**src/rtl/eth_tx_scheduler_pkg.sv**
```systemverilog
// eth_tx_scheduler shared types and constants.
// FSM state encoding and drop counter helpers.
package eth_tx_sched_pkg;

  typedef enum logic [2:0] {
    S_IDLE,
    S_GRANT,
    S_LOAD,
    S_SEND,
    S_DRAIN
  } eth_tx_sched_state_e;

  localparam int DROP_W = 16;

  function automatic logic [DROP_W-1:0] sat_inc(
    input logic [DROP_W-1:0] v
  );
    return (&v) ? v : v + 1'b1;
  endfunction

endpackage

```
**src/rtl/eth_tx_scheduler_if.sv**
```systemverilog
// Requester and sender side signals of the TX scheduler.
// master: scheduler view, slave: requesters plus sender view.
interface eth_tx_scheduler_if #(
  parameter int num_req_p            = 4,
  parameter int addr_width_lp        = 11,
  parameter int axis_width_p         = 64,
  parameter int packet_size_width_lp = 12
);

  logic [num_req_p-1:0]                      req_v_i;
  logic [num_req_p-1:0]                      grant_o;
  logic [num_req_p*addr_width_lp-1:0]        wr_addr_i;
  logic [num_req_p*2-1:0]                    wr_op_size_i;
  logic [num_req_p*axis_width_p-1:0]         wr_data_i;
  logic [num_req_p-1:0]                      wr_v_i;
  logic [num_req_p-1:0]                      commit_v_i;
  logic [num_req_p*packet_size_width_lp-1:0] commit_size_i;
  logic [num_req_p-1:0]                      sent_o;
  logic [num_req_p-1:0]                      error_o;

  logic [addr_width_lp-1:0]        buffer_write_addr_o;
  logic [1:0]                      buffer_write_op_size_o;
  logic [axis_width_p-1:0]         buffer_write_data_o;
  logic                            buffer_write_v_o;
  logic                            tx_packet_size_v_o;
  logic [packet_size_width_lp-1:0] tx_packet_size_o;
  logic                            send_o;
  logic                            tx_ready_i;

  modport master (
    input  req_v_i, wr_addr_i, wr_op_size_i, wr_data_i,
    input  wr_v_i, commit_v_i, commit_size_i, tx_ready_i,
    output grant_o, sent_o, error_o,
    output buffer_write_addr_o, buffer_write_op_size_o,
    output buffer_write_data_o, buffer_write_v_o,
    output tx_packet_size_v_o, tx_packet_size_o, send_o
  );

  modport slave (
    output req_v_i, wr_addr_i, wr_op_size_i, wr_data_i,
    output wr_v_i, commit_v_i, commit_size_i, tx_ready_i,
    input  grant_o, sent_o, error_o,
    input  buffer_write_addr_o, buffer_write_op_size_o,
    input  buffer_write_data_o, buffer_write_v_o,
    input  tx_packet_size_v_o, tx_packet_size_o, send_o
  );

endinterface

```
**src/rtl/eth_tx_scheduler_rr_arbiter.sv**
```systemverilog
// Combinational round-robin picker.
// Search starts at i_ptr and wraps at num_req_p-1.
module eth_rr_arbiter #(
  parameter  int num_req_p = 4,
  localparam int idx_w_lp  = $clog2(num_req_p)
) (
  input  logic [num_req_p-1:0] i_req,
  input  logic [idx_w_lp-1:0]  i_ptr,
  output logic [num_req_p-1:0] o_grant,
  output logic [idx_w_lp-1:0]  o_idx,
  output logic                 o_v
);

  logic [idx_w_lp-1:0] w_j;

  always_comb begin
    o_grant = '0;
    o_idx   = '0;
    o_v     = 1'b0;
    w_j     = '0;
    for (int i = 0; i < num_req_p; i++) begin
      w_j = idx_w_lp'((int'(i_ptr) + i) % num_req_p);
      if (!o_v && i_req[w_j]) begin
        o_v         = 1'b1;
        o_idx       = w_j;
        o_grant[w_j] = 1'b1;
      end
    end
  end

endmodule

```
**src/rtl/eth_tx_scheduler.sv**
```systemverilog
// Round-robin owner of the shared Ethernet TX packet buffer.
// Grants one requester, muxes its writes, then loads size and sends.
module eth_tx_scheduler
  import eth_tx_sched_pkg::*;
#(
  parameter  int num_req_p            = 4,
  parameter  int buf_size_p           = 2048,
  parameter  int axis_width_p         = 64,
  parameter  int timeout_p            = 4096,
  localparam int addr_width_lp        = $clog2(buf_size_p),
  localparam int packet_size_width_lp = $clog2(buf_size_p) + 1
) (
  input  logic              clk_i,
  input  logic              reset_i,
  eth_tx_scheduler_if.master bus,
  output logic [DROP_W-1:0] drop_count_o
);

  localparam int idx_w_lp   = $clog2(num_req_p);
  localparam int timer_w_lp = $clog2(timeout_p);
  localparam int aw_lp      = addr_width_lp;
  localparam int dw_lp      = axis_width_p;
  localparam int pw_lp      = packet_size_width_lp;

  localparam logic [timer_w_lp-1:0] timer_max_lp =
    timer_w_lp'(timeout_p - 1);
  localparam logic [pw_lp-1:0] size_max_lp = pw_lp'(buf_size_p);
  localparam logic [idx_w_lp-1:0] idx_last_lp =
    idx_w_lp'(num_req_p - 1);

  eth_tx_sched_state_e     r_state;
  logic [idx_w_lp-1:0]     r_ptr;
  logic [idx_w_lp-1:0]     r_owner;
  logic [num_req_p-1:0]    r_grant;
  logic [timer_w_lp-1:0]   r_timer;
  logic [pw_lp-1:0]        r_size;
  logic                    r_size_v;
  logic [num_req_p-1:0]    r_error;
  logic [DROP_W-1:0]       r_drop;

  logic [num_req_p-1:0]    w_arb_grant;
  logic [idx_w_lp-1:0]     w_arb_idx;
  logic                    w_arb_v;
  logic                    w_own_req;
  logic                    w_own_commit;
  logic [pw_lp-1:0]        w_own_size;
  logic                    w_size_ok;
  logic                    w_send;
  logic [num_req_p-1:0]    w_own_oh;

  eth_rr_arbiter #(
    .num_req_p (num_req_p)
  ) u_arb (
    .i_req   (bus.req_v_i),
    .i_ptr   (r_ptr),
    .o_grant (w_arb_grant),
    .o_idx   (w_arb_idx),
    .o_v     (w_arb_v)
  );

  assign w_own_req    = bus.req_v_i[r_owner];
  assign w_own_commit = bus.commit_v_i[r_owner];
  assign w_own_size   = bus.commit_size_i[r_owner*pw_lp +: pw_lp];
  assign w_size_ok    = (w_own_size != '0) && (w_own_size <= size_max_lp);
  assign w_own_oh     = num_req_p'(1) << r_owner;

  // Write mux keys off the registered grant, so nothing moves while idle.
  assign bus.buffer_write_addr_o    = bus.wr_addr_i[r_owner*aw_lp +: aw_lp];
  assign bus.buffer_write_op_size_o = bus.wr_op_size_i[r_owner*2 +: 2];
  assign bus.buffer_write_data_o    = bus.wr_data_i[r_owner*dw_lp +: dw_lp];
  assign bus.buffer_write_v_o       = |(r_grant & bus.wr_v_i);

  assign w_send = (r_state == S_SEND) & bus.tx_ready_i & ~reset_i;

  assign bus.grant_o            = r_grant;
  assign bus.error_o            = r_error;
  assign bus.send_o             = w_send;
  assign bus.sent_o             = {num_req_p{w_send}} & w_own_oh;
  assign bus.tx_packet_size_v_o = r_size_v;
  assign bus.tx_packet_size_o   = r_size;
  assign drop_count_o           = r_drop;

  always_ff @(posedge clk_i) begin
    if (reset_i) begin
      r_state  <= S_IDLE;
      r_ptr    <= '0;
      r_owner  <= '0;
      r_grant  <= '0;
      r_timer  <= '0;
      r_size   <= '0;
      r_size_v <= 1'b0;
      r_error  <= '0;
      r_drop   <= '0;
    end else begin
      r_size_v <= 1'b0;
      r_error  <= '0;
      unique case (r_state)
        S_IDLE: begin
          if (bus.tx_ready_i && w_arb_v) begin
            r_grant <= w_arb_grant;
            r_owner <= w_arb_idx;
            r_timer <= '0;
            r_ptr   <= (w_arb_idx == idx_last_lp) ? '0 : w_arb_idx + 1'b1;
            r_state <= S_GRANT;
          end
        end
        S_GRANT: begin
          // Commit beats a same-cycle deassert or timeout.
          if (w_own_commit) begin
            r_grant <= '0;
            if (w_size_ok) begin
              r_size   <= w_own_size;
              r_size_v <= 1'b1;
              r_state  <= S_LOAD;
            end else begin
              r_error <= r_grant;
              r_drop  <= sat_inc(r_drop);
              r_state <= S_IDLE;
            end
          end else if (!w_own_req) begin
            r_grant <= '0;
            r_state <= S_IDLE;
          end else if (r_timer == timer_max_lp) begin
            r_grant <= '0;
            r_error <= r_grant;
            r_drop  <= sat_inc(r_drop);
            r_state <= S_IDLE;
          end else begin
            r_timer <= r_timer + 1'b1;
          end
        end
        S_LOAD: r_state <= S_SEND;
        S_SEND: if (bus.tx_ready_i) r_state <= S_DRAIN;
        S_DRAIN: if (bus.tx_ready_i) r_state <= S_IDLE;
        default: r_state <= S_IDLE;
      endcase
    end
  end

endmodule

```
**src/flat_wrapper.sv**
```systemverilog
// flat-port wrapper written by rule: the top's interface ports become plain ports
module eth_tx_scheduler_flat import eth_tx_sched_pkg::*;
#(
  parameter  int num_req_p            = 4,
  parameter  int buf_size_p           = 2048,
  parameter  int axis_width_p         = 64,
  parameter  int timeout_p            = 4096,
  localparam int addr_width_lp        = $clog2(buf_size_p),
  localparam int packet_size_width_lp = $clog2(buf_size_p) + 1
)
  (clk_i, reset_i, drop_count_o, bus_req_v_i, bus_wr_addr_i, bus_wr_op_size_i, bus_wr_data_i, bus_wr_v_i, bus_commit_v_i, bus_commit_size_i, bus_tx_ready_i, bus_grant_o, bus_sent_o, bus_error_o, bus_buffer_write_addr_o, bus_buffer_write_op_size_o, bus_buffer_write_data_o, bus_buffer_write_v_o, bus_tx_packet_size_v_o, bus_tx_packet_size_o, bus_send_o);
  eth_tx_scheduler_if #(.num_req_p(num_req_p), .addr_width_lp((11)), .axis_width_p(axis_width_p), .packet_size_width_lp((12))) bus_i ();
  input  logic clk_i;
  input  logic reset_i;
  output logic [DROP_W-1:0] drop_count_o;
  input wire logic [$bits(bus_i.req_v_i)-1:0] bus_req_v_i;
  input wire logic [$bits(bus_i.wr_addr_i)-1:0] bus_wr_addr_i;
  input wire logic [$bits(bus_i.wr_op_size_i)-1:0] bus_wr_op_size_i;
  input wire logic [$bits(bus_i.wr_data_i)-1:0] bus_wr_data_i;
  input wire logic [$bits(bus_i.wr_v_i)-1:0] bus_wr_v_i;
  input wire logic [$bits(bus_i.commit_v_i)-1:0] bus_commit_v_i;
  input wire logic [$bits(bus_i.commit_size_i)-1:0] bus_commit_size_i;
  input wire logic [$bits(bus_i.tx_ready_i)-1:0] bus_tx_ready_i;
  output wire logic [$bits(bus_i.grant_o)-1:0] bus_grant_o;
  output wire logic [$bits(bus_i.sent_o)-1:0] bus_sent_o;
  output wire logic [$bits(bus_i.error_o)-1:0] bus_error_o;
  output wire logic [$bits(bus_i.buffer_write_addr_o)-1:0] bus_buffer_write_addr_o;
  output wire logic [$bits(bus_i.buffer_write_op_size_o)-1:0] bus_buffer_write_op_size_o;
  output wire logic [$bits(bus_i.buffer_write_data_o)-1:0] bus_buffer_write_data_o;
  output wire logic [$bits(bus_i.buffer_write_v_o)-1:0] bus_buffer_write_v_o;
  output wire logic [$bits(bus_i.tx_packet_size_v_o)-1:0] bus_tx_packet_size_v_o;
  output wire logic [$bits(bus_i.tx_packet_size_o)-1:0] bus_tx_packet_size_o;
  output wire logic [$bits(bus_i.send_o)-1:0] bus_send_o;
  assign bus_i.req_v_i = bus_req_v_i;
  assign bus_i.wr_addr_i = bus_wr_addr_i;
  assign bus_i.wr_op_size_i = bus_wr_op_size_i;
  assign bus_i.wr_data_i = bus_wr_data_i;
  assign bus_i.wr_v_i = bus_wr_v_i;
  assign bus_i.commit_v_i = bus_commit_v_i;
  assign bus_i.commit_size_i = bus_commit_size_i;
  assign bus_i.tx_ready_i = bus_tx_ready_i;
  assign bus_grant_o = bus_i.grant_o;
  assign bus_sent_o = bus_i.sent_o;
  assign bus_error_o = bus_i.error_o;
  assign bus_buffer_write_addr_o = bus_i.buffer_write_addr_o;
  assign bus_buffer_write_op_size_o = bus_i.buffer_write_op_size_o;
  assign bus_buffer_write_data_o = bus_i.buffer_write_data_o;
  assign bus_buffer_write_v_o = bus_i.buffer_write_v_o;
  assign bus_tx_packet_size_v_o = bus_i.tx_packet_size_v_o;
  assign bus_tx_packet_size_o = bus_i.tx_packet_size_o;
  assign bus_send_o = bus_i.send_o;
  eth_tx_scheduler #(.num_req_p(num_req_p), .buf_size_p(buf_size_p), .axis_width_p(axis_width_p), .timeout_p(timeout_p)) u_core (.clk_i(clk_i), .reset_i(reset_i), .bus(bus_i), .drop_count_o(drop_count_o));
endmodule
```
**config.mk**
```make
export PLATFORM = sky130hd
export DESIGN_NAME = eth_tx_scheduler_flat
export DESIGN_NICKNAME = d
export VERILOG_FILES = /design/src/rtl/eth_tx_scheduler_pkg.sv /design/src/rtl/eth_tx_scheduler_if.sv /design/src/rtl/eth_tx_scheduler_rr_arbiter.sv /design/src/rtl/eth_tx_scheduler.sv /design/src/flat_wrapper.sv
export SDC_FILE = /design/constraint.sdc
export NUM_CORES = 1
export LEC_CHECK = 0
export ABC_CLOCK_PERIOD_IN_PS = 2800
export BUFFER_PORTS_ARGS = -buffer_cell sky130_fd_sc_hd__clkbuf_2
export CORE_AREA = 2 2 188 190
export DETAILED_ROUTE_END_ITERATION = 8
export DIE_AREA = 0 0 190 192
export GPL_TIMING_DRIVEN = 0
export PLACE_DENSITY = 0.45
export SLEW_MARGIN = 5
export SYNTH_ARGS = -nofsm -noshare
export SYNTH_HDL_FRONTEND = slang
export SYNTH_SLANG_ARGS = --single-unit
```
**constraint.sdc**
```tcl
create_clock -name clk_i -period 2.8 [get_ports clk_i]
set_clock_uncertainty 0.1 [all_clocks]
set_input_delay 0.14 -clock clk_i [delete_from_list [all_inputs] [get_ports clk_i]]
set_output_delay 0.14 -clock clk_i [all_outputs]
set_load 0.02 [all_outputs]
```
== After elaboration in Yosys (flattened, before gate mapping) ==
Cells that the tools add are included.

* Reduce and logical (&&, ||, !) cells: 27
* Bitwise logic cells: 10
* Shifts and indexed selects: 5
* Multiply operators: 2
* Add/subtract/negate cells: 6
* Equal/unequal tests: 14
* Order comparisons: 10
* Multiplexer cells: 61

{| class="wikitable"
|+ Operators with widths
! kind !! count
|-
| $shiftx A256 B9 Y64 || 1
|-
| $mux W16 || 5
|-
| $mux W12 || 4
|-
| $mux W4 || 12
|-
| $shiftx A48 B7 Y12 || 1
|-
| $shiftx A44 B7 Y11 || 1
|-
| $pmux W12 S2 || 1
|-
| $mux W3 || 6
|-
| $add A16 B1 Y16 const B || 1
|-
| $reduce_and A16 Y1 || 1
|-
| $lt A2 B3 Y1 const B || 5
|-
| $mux W1 || 15
|-
| $pmux W3 S5 || 1
|-
| $add A12 B1 Y12 const B || 1
|-
| $bmux W1 S2 || 6
|-
| $eq A12 B12 Y1 const B || 1
|-
| $le A12 B12 Y1 const B || 1
|-
| $mux W2 || 6
|-
| $or A4 B4 Y4 || 3
|-
| $reduce_bool A12 Y1 || 1
|-
| $ne A2 B2 Y1 const B || 5
|-
| $logic_and A1 B1 Y1 || 9
|-
| $and A4 B4 Y4 || 2
|-
| $demux W1 S2 || 4
|-
| other kinds (26) || 42
|}

* Register bits after elaboration: 56
* Input bits: 371
* Output and inout bits: 120
* Logic and storage cells: 144

== Longest topological paths before layout ==
Gate-level depths: netlist (run 1).

* Depth after elaboration: 15
* Depth in mapped cells: 11
* Gate-level depth less buffers: 10

== Modules after synthesis ==
A second synthesis (run 1) with hierarchy kept.

* Cell total of the unflattened synthesis: 445
* Area, all modules: 5,170.0 um^2

{| class="wikitable"
|+ Modules (own cells, without submodules)
! module !! cells an instance !! area an instance (um^2) !! instances !! seq. area each (um^2)
|-
| eth_tx_scheduler || 400 || 4,748.3 || 1 || 1,121.1
|-
| eth_rr_arbiter || 45 || 421.7 || 1 || 0.0
|}

== Worst setup path before layout (run 1) ==
Ideal clock, no wire load.

* Path kind: reg-to-reg
* Start point: register u_core.r_ptr[0]
* End point: register u_core.r_timer[2]
* Path buffers: 1
* Stages on the path, launching flop included: 11
* Data arrival time: 2,821 ps
* Clock period less this slack: 3,049 ps
* Library setup time: 128 ps
* Required time: 2,572 ps
* Setup slack: -249 ps
* Path through: dfxtp_1 -> buf_2 -> inv_1 -> ha_1 -> mux4_2 -> o41ai_1 -> nor4_1 -> nor2_1 -> nor2b_1 -> xnor2_1 -> nor2_1

* Longest elaborated chain between the ends: 15
* Elaborated cells between the ends (all ways): 24
* Those cells by class: add/sub: 3; eq/ne: 1; mux: 12; reduce/logical: 8

{| class="wikitable"
|+ RTL lines
! item !! RTL line !! RTL
|-
| start: declaration || eth_tx_scheduler.sv:32 || <nowiki>logic [idx_w_lp-1:0] r_ptr;</nowiki>
|-
| start signal: assignment || eth_tx_scheduler.sv:103 || <nowiki>r_ptr <= (w_arb_idx == idx_last_lp) ? '0 : w_arb_idx + 1'b1;</nowiki>
|-
| branches (longest 11 deep; another with $add A2 B1 Y2) || n/a ||
|-
| $mux W1 * || eth_tx_scheduler_rr_arbiter.sv:23 || <nowiki>if (!o_v && i_req[w_j]) begin</nowiki>
|-
| $logic_and A1 B1 Y1 * || eth_tx_scheduler.sv:99 || <nowiki>if (bus.tx_ready_i && w_arb_v) begin</nowiki>
|-
| $ne A2 B1 Y1 (no line) * || n/a ||
|-
| $reduce_and A5 Y1 (no line) * || n/a ||
|-
| end signal: assignment || eth_tx_scheduler.sv:129 || <nowiki>r_timer <= r_timer + 1'b1;</nowiki>
|-
| end: declaration || eth_tx_scheduler.sv:35 || <nowiki>logic [timer_w_lp-1:0] r_timer;</nowiki>
|}

Every way passes the cells marked *. The select of a mux whose other input is x is not followed.
A chain may end at the register's enable or synchronous reset.

== Worst setup path in the final report (run 1) ==
* Start point: register u_core.r_owner[0]
* End point: register u_core.r_drop[12], in the netlist u_core.drop_count_o[12]

* Longest elaborated chain between the ends: 6
* Elaborated cells between the ends (all ways): 14
* Those cells by class: mul: 1; order compare: 1; eq/ne: 1; shift: 1; mux: 5; reduce/logical: 5

{| class="wikitable"
|+ RTL lines
! item !! RTL line !! RTL
|-
| start: declaration || eth_tx_scheduler.sv:33 || <nowiki>logic [idx_w_lp-1:0] r_owner;</nowiki>
|-
| start signal: assignment || eth_tx_scheduler.sv:101 || <nowiki>r_owner <= w_arb_idx;</nowiki>
|-
| $mul A2 B2 Y4 || eth_tx_scheduler.sv:63 || <nowiki>assign w_own_size = bus.commit_size_i[r_owner*pw_lp +: pw_lp];</nowiki>
|-
| $shiftx A48 B7 Y12 || eth_tx_scheduler.sv:63 ||
|-
| $le A12 B12 Y1 or $reduce_bool A12 Y1 (tied branches) || eth_tx_scheduler.sv:64 || <nowiki>assign w_size_ok = (w_own_size != '0) && (w_own_size <= size_max_lp);</nowiki>
|-
| $logic_and A1 B1 Y1 || eth_tx_scheduler.sv:64 ||
|-
| $ne A2 B2 Y1 (no line) || n/a ||
|-
| $reduce_and A4 Y1 (no line) || n/a ||
|-
| end signal: assignment || eth_tx_scheduler.sv:117 || <nowiki>r_drop <= sat_inc(r_drop);</nowiki>
|-
| end signal: assignment || eth_tx_scheduler.sv:126 || <nowiki>r_drop <= sat_inc(r_drop);</nowiki>
|-
| end: declaration || eth_tx_scheduler.sv:39 || <nowiki>logic [DROP_W-1:0] r_drop;</nowiki>
|}

Parallel ways exist; a longest one is shown, timed or not. The select of a mux whose other input is x is not followed.

==> impl_metrics.ini, run 1 <==
[global_routing]
grt_antenna_before_repair = 64
grt_max_degree = 20
grt_pass1_wl_um = 52400
grt_overflow = 0
grt_pass1_vias = 6178
grt_use_total_pct = 21.6

[place]
dp_worst_setup_slack_ns = -0.572
gp_congestion = 0.868
dpl.hpwl_um = 36800
portBuffers = 490
placedCellCount = 1385

[route]
first_iter_violations = 377
vias = 6488
finalWirelength_um = 41200
wl_per_cell_um = 28.7
antenna_left = 0
vias_per_cell = 4.52
drt_first_pass_iters = 5
drc = 0

[cells_and_area]
drive_gt1_share_pct = 69.9
fin_util_pct = 25.4
mostFrequentLayoutCell = clkbuf_2
syn2layout_area_growth_pct = 71.4
fillers = 3821
final-seq-area_um2 = 1130
final_cells = 1434
final_nets = 1339
final_cell_mix = 496 x clkbuf_2, 93 x mux4_2, 54 x nor2_1
multi_input_area_um2 = 3900

[pwr]
total_power_mw = 4.83
leakage_nw = 3.92
power_density_nw_per_um2 = 556
vdd_drop_max_v = 0.000218

[timing]
fmax_mhz = 357
finalCriticalPeriod_ns = 2.80
worst_slack_ns = -0.000740
slew_headroom_pct = 43.7
rsz0062_at_grt = true
period_share_pct = 100
maxSlewViolCount = 0
finalSetupViolCount = 1
hold_violations = 0
tns_ns = -0.000740
worst_pin_slew_ns = 0.844

[hold_path]
holdPathStages = 3
min_path_type = in2reg

[floorplan]
fp.coreArea_um2 = 34300
die_w_um = 190
dieArea_um2 = 36500
start_util_pct = 14.8
fp.dieH_um = 192
fp-row-count = 68
ioPinCount = 491

[logic_synthesis]
ys_seq_area_share_pct = 22.1
synth_cell_type_count = 53
synthArstFlopShare_pct = 0
synth_top_family_by_area = multiplexers
ys_seq_elements = 56
netlist_top_cells_area = mux4_2 41%, dfxtp_1 22%, nor2_1 4.1%, mux2i_1 3.4%, ha_1 2.7%
synth_fa_ha_area_share_pct = 2.71
avgSynthCellArea_um2 = 11.5
ys.flop_type = dfxtp_1
synth_nets = 822
synthesis.area_um2 = 5070
synth_top_area_share_pct = 41.3
synth_compound_area_share_pct = 8.23
yosysWarnings = 0
yosys.area_share.simple_pct = 15.1
netlist_instances = 440
synth_top_cell_by_area = mux4_2
synth_mux_area_share_pct = 45.6
synthXorXnorAreaFrac_pct = 2.42
synth_edf_count = 0

[clock_network]
clockRootBuffer = clkbuf_16
cts_buffers = 5
path_clk_slew_ns = 0.09
ctsLongestPathBuffers = 2
cts_sinks = 56
insertion_delay_ns = 0.31
cts_tree = yes
cts.htree.levels = 2

[status]
outcome = complete, but fails checks
violations = negative setup slack

[flow_run]
maxCapViolCount = 0

[setup_path]
r2r_cells = 9
cp-end-kind = register
cp.required_ns = 2.91
worst-path-max-fanout = 6
critical_path_class = reg2reg
start_kind = register
critPathArrivalTime_ns = 2.91
metrics by stage:
| stage | hold WS (ns) | area (µm²) |
|---|---|---|
| after global routing | 0.132 | 8660 |
| after detailed placement | 0.381 | 8120 |
| final | 0.132 | 8700 |
| after floorplan | 0.219 | 5100 |
| after global placement | 0.375 | 8120 |
| after CTS | 0.122 | 8470 |
sequential cells by signal, indices dropped and copies added (netlist names):
name	flops
u_core.bus.grant_o	4
u_core.bus.error_o	4
u_core.r_timer	12
u_core.r_ptr	2
u_core.bus.tx_packet_size_v_o	1
u_core.bus.tx_packet_size_o	12
u_core.r_state	3
u_core.r_owner	2
u_core.drop_count_o	16
final cells by class:
cell class / instances / area share, %
diodes: 21 / 0.604
plain buffers: 29 / 2.17
clock buffers: 5 / 1.44
clock inverters: 3 / 0.288
inverters: 12 / 0.590
multi-input cells: 340 / 44.9
flip-flops and latches: 56 / 13.0
well taps: 455 / 6.54
repair buffers: 513 / 30.5
path summary, 6_finish.rpt:
kind	from	end	slack, ns
worst max-delay path	u_core.r_owner[0]	u_core.drop_count_o[12]	-0.0007
worst min-delay path	bus_tx_ready_i	u_core.r_state[2]	0.13
worst max register to register	u_core.r_owner[0]	u_core.drop_count_o[12]	-0.0007
worst min register to register	u_core.r_timer[1]	u_core.r_timer[1]	0.40
critical path: stages, from the launching register on:
cell and delay [ns]:
dfxtp_4 0.38, buf_12 0.13, buf_6 0.09, mux4_2 0.53, nor4_4 0.30, and4_4 0.28
o21bai_4 0.12, a211oi_4 0.32, nand3_2 0.12, mux2_4 0.31
Yosys cell counts (all sizes together) (2+ instances only):
| cell type | n |
|---|---|
| o41ai | 2 |
| a22o | 4 |
| xnor2 | 6 |
| nor3 | 10 |
| nand2 | 11 |
| and3 | 10 |
| mux2 | 4 |
| nor2b | 4 |
| a31oi | 2 |
| nand2b | 9 |
| nand4 | 8 |
| a211oi | 4 |
| a31o | 6 |
| clkbuf | 16 |
| ha | 11 |
| or3 | 2 |
| a2111oi | 2 |
| a22oi | 6 |
| and4 | 4 |
| a221o | 4 |
| mux2i | 17 |
| or4 | 3 |
| mux4 | 93 |
| nor2 | 58 |
| buf | 16 |
| nor4 | 6 |
| inv | 12 |
| dfxtp | 56 |
| and2 | 7 |
| nand3 | 13 |
| a21oi | 16 |
| xor2 | 8 |
| o21ai | 2 |
power by group:
part	internal (mW)	switching [mW]
clock	0.341	0.354
sequential	0.856	0.0665
combinational	1.48	1.74
total	2.67	2.16
layer usage:
layer | global-route usage (%) | up-vias | part of all wire (%) | wire (µm)
li1 | - | 2832 | - | -
met4 | 4.29 | 10 | 3.4 | 1390
met3 | 5.04 | 109 | 6.8 | 2810
met1 | 21.5 | 3163 | 32 | 13300
met5 | 0 | - | 0.17 | 70
met2 | 44.6 | 374 | 57 | 23600
timing repair:
action | CTS | global route
resized for setup | 51 | 23
buffers inserted | 10 | 13
pin swaps | 4 | 12
hold buffers | 0 | 0
endpoints found under the setup margin | 135 | 41
kinds of logic (layout without fill, tap and decap cells):
kind of cell	Yosys count	after routing
adders and majority gates	11	11
DFF	56	56
other	0	21
and+or+nand+nor	147	147
AOI/OAI and AO/OA	54	54
muxes	114	114
xor gates and xnor gates	14	14
buffers and inverters	44	562
Note: power is estimated with default switching activity, not from simulation.
==> run 2, diff against run 1 <==
- BUFFER_PORTS_ARGS: -buffer_cell sky130_fd_sc_hd__clkbuf_2 -> -buffer_cell sky130_fd_sc_hd__buf_2
==> run 2 against run 1 <==
Net effect: the run now ends clean; critical path depth shrank 1; first-iteration DRC count grew 12%; cell count is essentially flat; total power shrank 0.16%; sequential share of layout area is essentially flat; via count grew 1.2%; sequential cell count is the same; worst setup slack gained 0.051 ns; design area shrank 0.37%; worst hold slack lost 0.0019 ns; utilization shrank 0.095 points.
==> impl_metrics.ini, run 2 (synthesis gave the netlist of run 1 again) <==
[pwr]
swShare_pct = 44.6
p_clk_share_pct = 14.5
vdd_drop_max_v = 0.000229
leakage_nw = 3.82
internal_power_mw = 2.67
pwr-share-comb_pct = 66.4
total_power_mw = 4.83
power_density_nw_per_um2 = 557
pwr-share-seq_pct = 19.0
p_sw_mw = 2.15

[timing]
maxSlewViolCount = 0
worst_pin_slew_ns = 0.839
hold_violations = 0
finalCriticalPeriod_ns = 2.75
period_share_pct = 98.2
slew_headroom_pct = 44.0
holdWs_ns = 0.130
finalSetupViolCount = 0
rsz0062_at_grt = true
fmax_mhz = 364
worst_slack_ns = 0.0504

[route]
drc = 0
first_iter_violations = 421
vias = 6567
vias_per_cell = 4.58
drt_first_pass_iters = 5
finalWirelength_um = 41100
antenna_left = 0
wl_per_cell_um = 28.7

[cells_and_area]
final_nets = 1333
syn2layout_area_growth_pct = 70.8
largest_reg_flops = 16
mostFrequentLayoutCell = buf_2
final_cell_mix = 496 x buf_2, 93 x mux4_2, 54 x nor2_1
final_cells = 1433
fin_util_pct = 25.3
drive_gt1_share_pct = 69.7
fillers = 3778

[floorplan]
fp-row-count = 68
fp.dieH_um = 192
ioPinCount = 491
dieArea_um2 = 36500
die_w_um = 190
start_util_pct = 14.8
fp.coreArea_um2 = 34300

[global_routing]
grt_max_degree = 20
grt_pass1_wl_um = 52300
grt_overflow = 0
grt_use_total_pct = 21.5
grt_antenna_before_repair = 85
grt_pass1_vias = 6241

[clock_network]
holdBufCountCts = 0
cts.htree.levels = 2
cts_buffers = 5
ctsLongestPathBuffers = 2
path_clk_slew_ns = 0.09
insertion_delay_ns = 0.32
clockRootBuffer = clkbuf_16
cts_tree = yes
cts_sinks = 56

[setup_path]
start_kind = register
max_stage_delay_ns = 0.54
path_cells = buf_12, mux4_2, nor4_4, and4_4, o21bai_4, a211oi_4, nand3_2, mux2_4
cp_slowest_cell = mux4_2
worst-path-max-fanout = 5
critPathArrivalTime_ns = 2.86
cp.required_ns = 2.91
cp-end-kind = register
critical_path_class = reg2reg

[place]
dp_worst_setup_slack_ns = -0.546
placedCellCount = 1385
gp_congestion = 0.863
dpl.hpwl_um = 36700
portBuffers = 490

[hold_path]
min_path_type = in2reg

[flow_run]
maxCapViolCount = 0

[status]
outcome = finished, final reports clean
## run 2: final timing paths
path,start,end,slack [ns],cells past startpoint
max reg2reg,u_core.r_owner[0],u_core.drop_count_o[12],0.05,8
min reg2reg,u_core.r_timer[1],u_core.r_timer[1],0.39,2
max,u_core.r_owner[0],u_core.drop_count_o[12],0.05,8
min,bus_tx_ready_i,u_core.r_state[2],0.13,3
## run 2: layout make-up
class / instances / area, µm² / area share, %
Clock buffer: 5 / 125 / 1.44
Timing Repair Buffer: 507 / 2600 / 30.0
Clock inverter: 3 / 27.5 / 0.318
Tap cell: 455 / 569 / 6.57
Buffer: 29 / 181 / 2.09
Multi-Input combinational cell: 340 / 3920 / 45.2
Inverter: 12 / 52.6 / 0.606
Antenna cell: 26 / 65.1 / 0.751
Sequential cell: 56 / 1130 / 13.1
## run 2: per-layer routing
| layer | up-vias | wire, µm | track usage [%] |
|---|---|---|---|
| met2 | 399 | 23400 | 43.8 |
| met1 | 3166 | 13400 | 21.3 |
| li1 | 2835 | - | - |
| met3 | 147 | 2710 | 5.54 |
| met4 | 20 | 1500 | 5.46 |
| met5 | - | 122 | 0 |
## run 2: what timing repair did
item                       CTS  global route
setup buffers               11             6
setup endpoints to repair  135            77
resized for setup           53            17
pin swaps                    5            16
## run 2: worst max-delay path, delay by kind of cell, from the launching register on
kind / cells / cell delay (ns)
AOI/OAI and AO/OA: 2 / 0.43
DFF: 1 / 0.38
and+or+nand+nor: 3 / 0.74
muxes: 2 / 0.85
buffers and inverters: 1 / 0.13
## run 2: through the flow
stage	cell area, µm²	setup TNS [ns]
detailed placement	8120	-43.23
global route	8620	-0.133
finish	8670	0
floorplan	5100	0
global placement	8120	-43.00
CTS	8500	-0.00600
## run 2: power groups by stage
stage / clock network [mW] / registers [mW] / logic, mW
2_1_floorplan: 0 / 0.940 / 1.91
3_3_place_gp: 0 / 0.923 / 2.95
3_5_place_dp: 0 / 0.924 / 2.96
4_1_cts: 0.720 / 0.916 / 3.11
5_1_grt: 0.749 / 0.928 / 3.42
6_report: 0.701 / 0.919 / 3.21
==> run 3, diff against run 2 <==
- ABC_AREA: default -> 1
- CORE_AREA: 2 2 188 190 -> 2 2 193 195
- CTS_BUF_LIST: default -> sky130_fd_sc_hd__clkbuf_8
- DIE_AREA: 0 0 190 192 -> 0 0 195 197
==> run 3 against run 2 <==
Net effect: clock power decreased by 34%; largest power group unchanged; worst setup slack improved by 0.069 ns; register-to-register slack improved by 0.15 ns; first-iteration DRC count increased by 4.8%; utilization decreased by 1.4 points; global-route usage decreased by 2.0 points.
==> impl_metrics.ini, run 3 <==
[clock_network]
clockRootBuffer = clkbuf_8
ctsLongestPathBuffers = 2
insertion_delay_ns = 0.32
cts.htree.levels = 2
path_clk_slew_ns = 0.10
cts_buffers = 5
cts_tree = yes
cts_sinks = 56

[setup_path]
r2r-end = u_core.drop_count_o[0]
worst-path-stages = 8
critical_path_class = reg2out
cp.required_ns = 2.56
startpoint = u_core.r_owner[0]
reg2reg_setup_slack_ns = 0.20
cpMostUsedCell = buf_6
start_kind = register
path_buf_inv = 5
path_cells = buf_6, nor2_8, buf_6, clkbuf_4, clkbuf_2, a22oi_1, nand2_1, buf_2
cp_slowest_cell = dfxtp_1
r2r_cells = 10
crit_family = buffers and inverters
worst-path-max-fanout = 10
critPathArrivalTime_ns = 2.44
cp-end-kind = output pin
reg2reg_from = u_core.r_owner[0]
max_stage_delay_ns = 0.33
endpoint = bus_buffer_write_data_o[11]

[floorplan]
fp.dieH_um = 197
fp.coreArea_um2 = 36300
die_w_um = 195
fp-row-count = 70
ioPinCount = 491
dieArea_um2 = 38400
start_util_pct = 15.1

[logic_synthesis]
synth_edf_count = 0
synthesis.area_um2 = 5470
synth_nets = 1294
ys_seq_elements = 56
ys.flop_type = dfxtp_1
netlist_instances = 912
synthArstFlopShare_pct = 0
synth_top_cell_by_area = nand2_1
synth_common_cells = 307 x nand2_1, 122 x a22oi_1, 106 x nand3_1
ys_seq_area_share_pct = 20.5
synth_cell_type_count = 34
synth_top_area_share_pct = 21.1
avgSynthCellArea_um2 = 6.00
netlist_top_cells_area = nand2_1 21%, dfxtp_1 20%, a22oi_1 17%, nand3_1 9.7%, nor2_1 4.5%
yosysWarnings = 0
synth_most_common_cell = nand2_1

[timing]
tns_ns = 0
hold_violations = 0
finalSetupViolCount = 0
fmax_mhz = 373
maxSlewViolCount = 0
period_share_pct = 95.7
finalCriticalPeriod_ns = 2.68
holdWs_ns = 0.0223
rsz0062_at_grt = true
slew_headroom_pct = 42.2
worst_slack_ns = 0.119
worst_pin_slew_ns = 0.868

[pwr]
vdd_drop_max_v = 0.000440
total_power_mw = 8.07
internal_power_mw = 3.05
leakage_nw = 4.37
pwr-share-comb_pct = 81.4
p_sw_mw = 5.02
swShare_pct = 62.2
p_clk_share_pct = 5.7
pwr-share-seq_pct = 12.9
power_density_nw_per_um2 = 930

[cells_and_area]
largest_reg_flops = 16
final_nets = 1791
fin_util_pct = 23.9
syn2layout_area_growth_pct = 58.6
mostFrequentLayoutCell = buf_2
drive_gt1_share_pct = 40.2
final_cell_mix = 500 x buf_2, 306 x nand2_1, 122 x a22oi_1

[global_routing]
grt_max_degree = 17
grt_overflow = 0
grt_pass1_vias = 7990
grt_antenna_before_repair = 10
grt_pass1_wl_um = 54100
grt_use_total_pct = 19.5

[status]
outcome = finished, final reports clean

[hold_path]
min_path_type = in2reg
holdPathStages = 3

[route]
first_iter_violations = 441
drt_first_pass_iters = 7
vias_per_cell = 4.47
finalWirelength_um = 39700
antenna_left = 0
vias = 8421
wl_per_cell_um = 21.1
drc = 0

[place]
portBuffers = 489
gp_congestion = 1.01
dp_worst_setup_slack_ns = -0.241
dpl.hpwl_um = 34500

[flow_run]
maxCapViolCount = 0
## run 3: cell types whose count changed after synthesis, moves of 15 or more
| cell | before | now |
|---|---|---|
| mux2i_1 | 17 | 0 |
| nand2_1 | 11 | 307 |
| clkbuf_1 | 16 | 35 |
| mux4_2 | 93 | 0 |
| nand4_1 | 8 | 23 |
| nand3_1 | 12 | 106 |
| a22oi_1 | 6 | 122 |
| inv_1 | 12 | 56 |
## run 3: routing by layer
layer / vias up / share of wire, % / global-route usage (%)
li1: 4123 / - / -
met1: 3923 / 44 / 25.5
met2: 335 / 46 / 32.2
met3: 40 / 7.2 / 4.41
met4: 0 / 2.5 / 5.15
met5: - / 0 / 0
## run 3: what timing repair did
action	in CTS	in global routing
buffers inserted	0	1
resized for setup	15	24
hold buffers	0	0
endpoints found under the setup margin	68	49
gates cloned	0	0
pin swaps	0	1
## run 3: area by class of cell
type	instances	area (µm²)
sequential	56	1120
antenna	7	17.5
tap	468	586
buffer	56	304
clock buffer	5	68.8
inverter	64	243
multi-input combinational	736	3860
fill	4266	27600
timing repair buffer	490	2450
clock inverter	3	16.3
## run 3: tightest hold or removal path: cells and delay by family
kind,cells,cell delay [ns]
AOI/OAI and AO/OA,1,0.06
and+or+nand+nor,1,0.08
buffers and inverters,1,0.12
## run 3: through the flow
stage	instances	instance area [µm²]
global route	1885	8680
CTS	1877	8610
finish	1885	8680
floorplan	912	5470
detailed placement	1869	8500
global placement	1869	8500
## run 3: worst min-delay path by stage
stage | start | endpoint | slack, ns
2_1_floorplan | bus_tx_ready_i | u_core.r_state[2] | 0.21
3_3_place_gp | u_core.bus.tx_packet_size_o[11] | u_core.bus.tx_packet_size_o[11] | 0.35
3_5_place_dp | u_core.bus.tx_packet_size_o[0] | u_core.bus.tx_packet_size_o[0] | 0.35
4_1_cts | bus_tx_ready_i | u_core.r_state[2] | 0.004
5_1_grt | bus_tx_ready_i | u_core.r_state[2] | 0.02
6_report | bus_tx_ready_i | u_core.r_state[2] | 0.02
## run 3: logic make-up (layout without fill, tap and decap cells)
family	Yosys count	in the layout	synth area share, %
xor gates and xnor gates	22	22	3.52
buffers and inverters	120	618	9.40
other	0	7	0
and+or+nand+nor	528	528	41.7
AOI/OAI and AO/OA	175	175	22.4
DFF	56	56	20.5
adders and majority gates	11	11	2.52
## run 3: power groups by stage
| stage | combinational (mW) | sequential, mW | clock, mW |
|---|---|---|---|
| after global placement | 6.48 | 1.05 | 0 |
| after floorplan | 3.72 | 1.12 | 0 |
| after detailed placement | 6.48 | 1.05 | 0 |
| final | 6.57 | 1.04 | 0.462 |
| after CTS | 6.54 | 1.04 | 0.487 |
| after global routing | 7.16 | 1.06 | 0.509 |
